### config.mk
export PLATFORM = sky130hd
export DESIGN_NAME = output_accum_buffer
export DESIGN_NICKNAME = d
export VERILOG_FILES = /design/src/rtl/output_accum_buffer.sv
export SDC_FILE = /design/constraint.sdc
export NUM_CORES = 2
export LEC_CHECK = 0
export BUFFER_PORTS_ARGS = -buffer_cell sky130_fd_sc_hd__buf_2
export CAP_MARGIN = 5
export CORE_ASPECT_RATIO = 1.2
export CORE_MARGIN = 2
export CORE_UTILIZATION = 62
export DETAILED_ROUTE_END_ITERATION = 12
export GPL_TIMING_DRIVEN = 0
export PLACE_DENSITY = 0.79
export SYNTH_ARGS = -nofsm -noshare
export SYNTH_HDL_FRONTEND = slang
export SYNTH_SLANG_ARGS = --single-unit
### constraint.sdc
create_clock -name clk -period 7.1 [get_ports clk]
set_input_delay 0.71 -clock clk [delete_from_list [all_inputs] [get_ports clk]]
set_output_delay 0.71 -clock clk [all_outputs]
set_load 0.03 [all_outputs]
### src/rtl/output_accum_buffer.sv
// -----------------------------------------------------------------------------
// output_accum_buffer
//
// Shared 64-entry accumulation buffer on the target side of the
// output-stationary core arbiter. A granted core either adds a burst of
// partial sums into entries 0..B-1 (ADD) or streams entries 0..B-1 out to the
// downstream consumer, clearing each entry as it is read (UNLOAD).
//
// Ports:
//   clk        : clock
//   reset      : synchronous active-high reset
//   grant      : one-hot core grant from the arbiter, held for the transfer
//   burst      : beats in the transfer (0..63), sampled in IDLE
//   add_en     : transfer is an accumulate
//   unload_en  : transfer is an unload
//   in_data    : per-core partial-sum lanes, lane i = [i*DATA_W +: DATA_W]
//   in_valid   : per-core beat valid
//   in_ready   : per-core beat ready (only the latched core, only in ADD)
//   out_data   : unload data, combinational from the current entry
//   out_valid  : unload beat valid
//   out_ready  : downstream ready
//   out_core   : core whose unload is in progress
//   busy       : transfer active (ADD, UNLOAD or FIN)
//   done       : one-cycle pulse on normal completion
//   err        : one-cycle pulse on a protocol violation
// -----------------------------------------------------------------------------
module output_accum_buffer #(
  parameter int NUM_CORES = 4,
  parameter int DATA_W    = 16,
  parameter int ACC_W     = 32,
  parameter int CORE_W    = 2
) (
  input  logic                          clk,
  input  logic                          reset,
  input  logic [NUM_CORES-1:0]          grant,
  input  logic [5:0]                    burst,
  input  logic                          add_en,
  input  logic                          unload_en,
  input  logic [NUM_CORES*DATA_W-1:0]   in_data,
  input  logic [NUM_CORES-1:0]          in_valid,
  output logic [NUM_CORES-1:0]          in_ready,
  output logic [ACC_W-1:0]              out_data,
  output logic                          out_valid,
  input  logic                          out_ready,
  output logic [CORE_W-1:0]             out_core,
  output logic                          busy,
  output logic                          done,
  output logic                          err
);

  localparam int DEPTH = 64;

  typedef enum logic [1:0] {
    S_IDLE   = 2'd0,
    S_ADD    = 2'd1,
    S_UNLOAD = 2'd2,
    S_FIN    = 2'd3
  } state_t;

  state_t r_state;
  state_t w_state_next;

  logic [CORE_W-1:0] r_core;
  logic [5:0]        r_burst;
  logic [5:0]        r_k;
  logic              r_done;
  logic              r_err;
  logic [ACC_W-1:0]  r_mem [DEPTH];

  logic              w_done_next;
  logic              w_err_next;
  logic              w_start;

  logic                 w_grant_any;
  logic                 w_grant_onehot;
  logic [CORE_W-1:0]    w_grant_idx;
  logic [NUM_CORES-1:0] w_sel;
  logic                 w_grant_lost;
  logic                 w_req_bad;

  logic [DATA_W-1:0]    w_lanes [NUM_CORES];
  logic [DATA_W-1:0]    w_lane;
  logic [ACC_W-1:0]     w_lane_ext;

  logic                 w_in_fire;
  logic                 w_out_fire;
  logic                 w_last;

  // ---------------------------------------------------------------------------
  // Lane split and selection of the latched core's lane
  // ---------------------------------------------------------------------------
  generate
    for (genvar gi = 0; gi < NUM_CORES; gi++) begin : g_lane
      assign w_lanes[gi] = in_data[gi*DATA_W +: DATA_W];
    end
  endgenerate

  assign w_lane     = w_lanes[r_core];
  // Size cast of a signed operand sign-extends to the accumulator width.
  assign w_lane_ext = ACC_W'($signed(w_lane));

  // ---------------------------------------------------------------------------
  // Grant decode
  // ---------------------------------------------------------------------------
  always_comb begin
    w_grant_any    = |grant;
    // x & (x-1) clears the lowest set bit; zero result means at most one bit.
    w_grant_onehot = w_grant_any &&
                     ((grant & (grant - NUM_CORES'(1))) == '0);
    w_grant_idx    = '0;
    for (int i = 0; i < NUM_CORES; i++) begin
      if (grant[i]) begin
        w_grant_idx = CORE_W'(i);
      end
    end
    w_sel         = '0;
    w_sel[r_core] = 1'b1;
    // Any change away from the latched one-hot, including a drop to zero.
    w_grant_lost  = (grant != w_sel);
    w_req_bad     = !w_grant_onehot || (add_en == unload_en);
  end

  assign w_in_fire  = (r_state == S_ADD) && in_valid[r_core];
  assign w_out_fire = (r_state == S_UNLOAD) && out_ready;
  assign w_last     = (r_k == (r_burst - 6'd1));

  // ---------------------------------------------------------------------------
  // FSM: state register
  // ---------------------------------------------------------------------------
  always_ff @(posedge clk) begin
    if (reset) begin
      r_state <= S_IDLE;
      r_done  <= 1'b0;
      r_err   <= 1'b0;
    end else begin
      r_state <= w_state_next;
      r_done  <= w_done_next;
      r_err   <= w_err_next;
    end
  end

  // ---------------------------------------------------------------------------
  // FSM: next-state logic
  // done/err are raised only on the transition into FIN, so they pulse once.
  // ---------------------------------------------------------------------------
  always_comb begin
    w_state_next = r_state;
    w_done_next  = 1'b0;
    w_err_next   = 1'b0;
    w_start      = 1'b0;
    case (r_state)
      S_IDLE: begin
        if (w_grant_any) begin
          if (w_req_bad) begin
            w_err_next   = 1'b1;
            w_state_next = S_FIN;
          end else begin
            w_start = 1'b1;
            if (burst == 6'd0) begin
              w_done_next  = 1'b1;
              w_state_next = S_FIN;
            end else if (add_en) begin
              w_state_next = S_ADD;
            end else begin
              w_state_next = S_UNLOAD;
            end
          end
        end
      end
      S_ADD: begin
        if (w_grant_lost) begin
          w_err_next   = 1'b1;
          w_state_next = S_FIN;
        end else if (w_in_fire && w_last) begin
          w_done_next  = 1'b1;
          w_state_next = S_FIN;
        end
      end
      S_UNLOAD: begin
        if (w_grant_lost) begin
          w_err_next   = 1'b1;
          w_state_next = S_FIN;
        end else if (w_out_fire && w_last) begin
          w_done_next  = 1'b1;
          w_state_next = S_FIN;
        end
      end
      S_FIN: begin
        // Wait for the arbiter to release so a held grant cannot retrigger.
        if (!w_grant_any) begin
          w_state_next = S_IDLE;
        end
      end
      default: begin
        w_state_next = S_IDLE;
      end
    endcase
  end

  // ---------------------------------------------------------------------------
  // FSM: outputs
  // ---------------------------------------------------------------------------
  always_comb begin
    in_ready  = '0;
    out_valid = 1'b0;
    out_data  = '0;
    out_core  = '0;
    busy      = (r_state != S_IDLE);
    case (r_state)
      S_ADD: begin
        in_ready = w_sel;
      end
      S_UNLOAD: begin
        out_valid = 1'b1;
        out_data  = r_mem[r_k];
        out_core  = r_core;
      end
      default: begin
      end
    endcase
  end

  assign done = r_done;
  assign err  = r_err;

  // ---------------------------------------------------------------------------
  // Datapath: latched transfer fields, beat counter and accumulator array.
  // The array is register-based: unload reads the current entry
  // combinationally and reset must clear every entry.
  // ---------------------------------------------------------------------------
  always_ff @(posedge clk) begin
    if (reset) begin
      r_core  <= '0;
      r_burst <= '0;
      r_k     <= '0;
      for (int i = 0; i < DEPTH; i++) begin
        r_mem[i] <= '0;
      end
    end else begin
      if (w_start) begin
        r_core  <= w_grant_idx;
        r_burst <= burst;
        r_k     <= '0;
      end
      if (w_in_fire) begin
        // Plain modular add: wraps at 2^ACC_W, no saturation.
        r_mem[r_k] <= r_mem[r_k] + w_lane_ext;
        r_k        <= r_k + 6'd1;
      end else if (w_out_fire) begin
        r_mem[r_k] <= '0;
        r_k        <= r_k + 6'd1;
      end
    end
  end

endmodule

## After elaboration in Yosys (flattened, before gate mapping)

Memory sizes are Yosys's and may differ from the RTL's. A register that Yosys moved wholly into a read port is not among the register bits.
Index checks and enable logic that the tools add are counted.

| operators by class | value |
|---|---|
| $add $sub $neg | 4 |
| $lt $le $gt $ge | 3 |
| eq/ne operators | 10 |
| multiplexer cells | 57 |
| bitwise gates (word level) | 3 |
| reduce and logical (&&, ||, !) cells | 17 |

Operators by type and width:

| operator | count |
|---|---|
| 32-bit 2-to-1 mux | 3 |
| 6-bit 2-to-1 mux | 6 |
| 32-bit adder | 1 |
| 16-bit binary-select mux with 2-bit select | 1 |
| 16-bit 2-to-1 mux | 2 |
| 32-bit OR reduction | 1 |
| 1-bit 2-to-1 mux | 27 |
| 2-bit 2-to-1 mux | 12 |
| 2-bit case mux with 4 select lines | 1 |
| 6-bit by 1-bit adder with 6-bit output, second input constant | 1 |
| 6-bit == test | 1 |
| 1-bit logical AND | 6 |
| 6-bit zero test | 1 |
| 3-bit by 2-bit inequality test with 1-bit output, second input constant | 2 |
| 6-bit by 1-bit subtractor with 6-bit output, second input constant | 1 |
| 4-bit AND | 1 |
| 2-bit == test, second input constant | 2 |
| 4-bit zero test | 1 |
| 4-bit 2-to-1 mux | 1 |
| 2-bit inequality test, second input constant | 2 |
| 4-bit inequality test | 1 |
| 4-bit AND reduction | 1 |
| 4-bit OR reduction | 1 |
| 4-bit by 1-bit subtractor with 4-bit output, second input constant | 1 |
| other kinds (17) | 17 |

| word-level totals | value |
|---|---|
| register bits | 18 |
| memory bits (writable) | 2048 |
| bits of input ports | 83 |
| output and inout bits | 42 |
| logic and storage cells | 101 |
| memories | 1 |

Memory list:

| name | words | bits a word | rd ports | clocked after Yosys merged registers in | write ports | line | RTL |
|---|---|---|---|---|---|---|---|
| r_mem | 64 | 32 | 1 | 1 | 64 | 68 | `logic [ACC_W-1:0] r_mem [DEPTH];` |

## Longest topological paths before layout

| depth | value |
|---|---|
| depth in word-level cells | 14 |
| depth in mapped cells | 21 |
| mapped depth without buffers | 15 |

## Worst setup path after synthesis

No wires, ideal clock.

| timing path | value |
|---|---|
| kind | register -> register |
| start point | reg with a tool-made name |
| end point | mem r_mem[12][25] (data pin) |
| setup time | 0.266 ns |
| data arrival time | 5.407 ns |
| required time | 6.834 ns |
| slack | 1.427 ns |
| stages on the path, launching flop included | 19 |
| buffers on the path | 5 |
| period minus slack after synthesis | 5.673 ns |
| cells stage by stage | dfxtp_1 buf_6 buf_6 clkbuf_1 clkbuf_1 mux4_2 mux4_2 mux4_2 ha_1 a21oi_1 nor2_1 a211oi_1 o221ai_1 a221o_1 a41o_1 a21oi_1 xor2_1 clkbuf_1 nor2_1 |

RTL lines:

| element | line |
|---|---|
| to (decl) | 68 |

==> flow_metrics.py <==
metrics = {
    "outcome": {
        "run_status": "finished with violations",
        "violations": "negative setup slack",
    },
    "detailed_routing": {
        "num_vias": 58289,
        "wire_per_inst_um": 33.3,
        "dr.first_iter.drc_count": 10540,
        "drc_errors": 0,
        "drt_pass1_iterations": 10,
        "routed_wl_um": 284000,
        "ant_nets": 0,
        "viasPerCell": 6.84,
    },
    "setup_path": {
        "r2r_end": "r_mem[13][31]$_SDFFCE_PN0P_",
        "cp.arrival_ns": 7.71,
        "critPathRequiredTime_ns": 7.67,
        "crit_slowest_cell": "mux4_2",
        "cp-start-kind": "flop",
        "r2r_cells": 21,
        "critPathCapture": "r_mem[13][31]$_SDFFCE_PN0P_",
        "path_class": "reg -> reg",
        "cp_slowest_stage_delay_ns": 0.62,
        "critPathMaxFanout": 10,
        "end_kind": "flop",
        "rrSetupSlack_ns": -0.04,
        "crit_chain": "buf_2 -> buf_4 -> buf_4 -> clkbuf_4 -> clkbuf_2 -> mux4_2 -> mux4_2 -> mux4_2 -> ha_1 -> clkbuf_1 -> a21oi_1 -> nand2_1 -> nor2_1 -> a21oi_1 -> a221o_2 -> buf_4 -> nand3_1 -> a221oi_4 -> xnor2_4 -> buf_6 -> nor2_1",
    },
    "logic_synthesis": {
        "synth_xor_area_frac": 0.00335,
        "synth_common_cells": "nor2_1 (2096), edfxtp_1 (2048), mux4_2 (681), clkbuf_1 (408), nand2_1 (119)",
        "synth_edf_count": 2048,
        "yosysTopAreaCellShare": 0.674,
        "synth_fa_ha_area_frac": 0.00529,
        "yosysSeqAreaShare": 0.679,
        "synth_most_common_cell": "nor2_1",
        "avgSynthCellArea_um2": 15.2,
        "async_flop_share": 0,
        "syn_nets": 6112,
        "synth_cell_type_count": 67,
        "yosys.area.top_type": "edfxtp_1",
        "synth_simple_gate_area_frac": 0.108,
        "synth_compound_area_frac": 0.00892,
        "synthMuxAreaShare": 0.170,
        "synth.area.top_cells": "edfxtp_1 (67%), mux4_2 (17%), nor2_1 (8.6%), clkbuf_1 (1.7%), dfxtp_1 (0.53%)",
        "ys_ff_latch": 2072,
        "ys_warn_count": 0,
        "synth_top_family_by_area": "multiplexers",
        "syn_inst": 5991,
        "synth_flop_cell": "edfxtp_1",
        "synth.cell_area_mm2": 0.0912,
    },
    "floorplanning": {
        "ios": 125,
        "rows": 154,
        "die_w_um": 354,
        "start_util": 0.623,
        "die-area_mm2": 0.150,
        "core_mm2": 0.146,
        "die_h_um": 424,
    },
    "sta": {
        "hold_viol": 0,
        "fin_ws_ns": -0.0361,
        "worst_slew_pin_slew_ns": 1.47,
        "slew_viol_final": 0,
        "period_minus_slack_ns": 7.14,
        "setup_viol": 66,
        "fin_tns_setup_ns": -0.989,
        "fmax_mhz": 140,
        "fin_skew_ns": 0.0411,
        "grt_setup_unrepaired": "true",
        "min_period_over_period": 1.01,
        "relSlewSlack": 0.0215,
    },
    "finish": {
        "drive_gt1_frac": 0.227,
        "stdcell_count": 8520,
        "nets": 6518,
        "area_growth_pct": 12.7,
        "fill_cells": 9159,
    },
    "pwr": {
        "p_int_mw": 23.4,
        "combPwrFrac": 0.353,
        "switching_share": 0.380,
        "power-per-cell-area_mw_per_mm2": 367,
        "switchingPower_mw": 14.4,
        "peakVddDrop_v": 0.000291,
        "sequentialPowerShare": 0.376,
        "power.total_mw": 37.8,
        "p_clk_frac": 0.271,
        "leakage_nw": 35.1,
    },
    "job": {
        "cap_violations": 0,
    },
    "global_route": {
        "grt_pass1_wl_um": 398000,
        "grt_pass1_vias": 56874,
        "grtUsageTotal": 0.379,
        "grt_max_degree": 33,
        "overflow": 0,
        "antenna_found_initial": 25,
    },
    "placement": {
        "placed_cells": 8134,
        "dp_hpwl_um": 209000,
        "port_buffers": 121,
        "gp_congestion": 0.971,
    },
    "clocking": {
        "cts.sinks": 2072,
        "cts.clk_slew.worst_paths_ns": 0.07,
        "postCtsHoldBufs": 0,
        "cts_tree": "done",
        "cts_root_buf": "clkbuf_16",
        "clk_latency_ns": 0.86,
        "htree_levels": 4,
        "cts_buffer_depth": 3,
        "numCtsBuffers": 189,
    },
    "worst_hold_path": {
        "hp-class": "in -> reg",
        "worstHoldStart": "burst[1]",
    },
}
[critical path, delay by kind of cell, from the launching register on]
family                     cells  cell delay, ns
AOI/OAI and AO/OA              4            1.54
xor gates and xnor gates       1            0.34
adders and majority gates      1            0.32
buffers and inverters          8            2.36
DFF                            1            0.30
muxes                          3            1.59
and+or+nand+nor                4            0.35
[worst min path at each step]
stage                                    endpoint  slack, ns  cells after the start
after floorplan           r_burst[5]$_SDFFE_PP0P_       0.48                      2
after global placement    r_burst[5]$_SDFFE_PP0P_       0.50                      2
after detailed placement  r_burst[5]$_SDFFE_PP0P_       0.51                      2
after CTS                 r_burst[3]$_SDFFE_PP0P_        0.1                      3
after global routing      r_burst[4]$_SDFFE_PP0P_       0.16                      3
final                     r_burst[1]$_SDFFE_PP0P_       0.13                      3
[routing by layer]
metal,GRT usage,up-vias,wire [um]
li1,-,23065,-
met4,0.207,18,19000
met5,0,-,120
met1,0.469,29185,88500
met3,0.115,939,41000
met2,0.605,5082,135000
[registers in the layout, summed over array words and instances (netlist names), named ones only]
name and flops:
r_mem 2048, r_k 6, r_burst 6, done 1, err 1, r_core 2
r_state 2
[cells by family (layout without fill, tap and decap cells)]
family | Yosys count | count (layout)
buffers and inverters | 560 | 1129
and+or+nand+nor | 2456 | 2456
xor gates and xnor gates | 34 | 34
other | 0 | 10
AOI/OAI and AO/OA | 129 | 129
muxes | 702 | 702
adders and majority gates | 38 | 38
DFF | 2072 | 2072
[what timing repair did]
| action | in CTS | in global routing |
|---|---|---|
| resized for setup | 184 | 66 |
| setup buffers | 6 | 15 |
| pin swaps | 3 | 7 |
| endpoints found under the setup margin | 1785 | 864 |
[cells in the final DEF (no fill, tap or decap), types with 8 or more instances in the layout]
cell	instances
clkbuf_16	197
nand2b_2	64
clkinv_1	45
nand3_2	11
o21ai_0	26
clkdlybuf4s15_2	8
buf_4	41
edfxtp_1	2048
nor2_1	2096
xor2_1	9
xnor2_1	11
clkbuf_2	85
buf_1	17
nand2b_1	9
a21o_1	11
buf_12	63
and2_1	36
mux2i_1	17
buf_6	21
dfxtp_1	23
nand2_1	119
clkinv_2	35
bufinv_16	16
buf_2	183
clkinvlp_4	10
mux4_2	681
nand3_1	65
ha_1	37
inv_1	22
diode_2	10
clkbuf_4	11
clkbuf_1	354
nor3_1	11
a21oi_1	46
[final cells by class]
type	instances	area, um^2	share of cell area
Buffer	536	2530	0.0246
Timing Repair Buffer	217	2230	0.0217
Inverter	22	82.6	0.000803
Clock buffer	239	5090	0.0495
Sequential cell	2072	62000	0.603
Multi-Input combinational cell	3359	27400	0.267
Clock inverter	115	975	0.00948
Tap cell	1950	2440	0.0237
Antenna cell	10	25.0	0.000243
[metrics by stage]
stage,hold WS (ns),utilization,instance area (um^2),setup WS [ns]
detailed placement,0.508,0.655,95900,-2.50
global placement,0.501,0.644,94300,-2.73
global route,0.164,0.702,103000,-0.0386
floorplan,0.480,-,91200,1.43
finish,0.128,0.702,103000,-0.0361
CTS,0.0975,0.700,102000,0.00521
[power by group through the flow]
stage	Combinational (mW)	Sequential, mW	Clock [mW]
2_1_floorplan	7.13	14.4	0
3_3_place_gp	11.6	14.4	0
3_5_place_dp	12.0	14.4	0
4_1_cts	12.5	14.2	10.1
6_report	13.3	14.2	10.2
5_1_grt	13.6	14.2	10.6
Power figures use the tool's default switching activity.
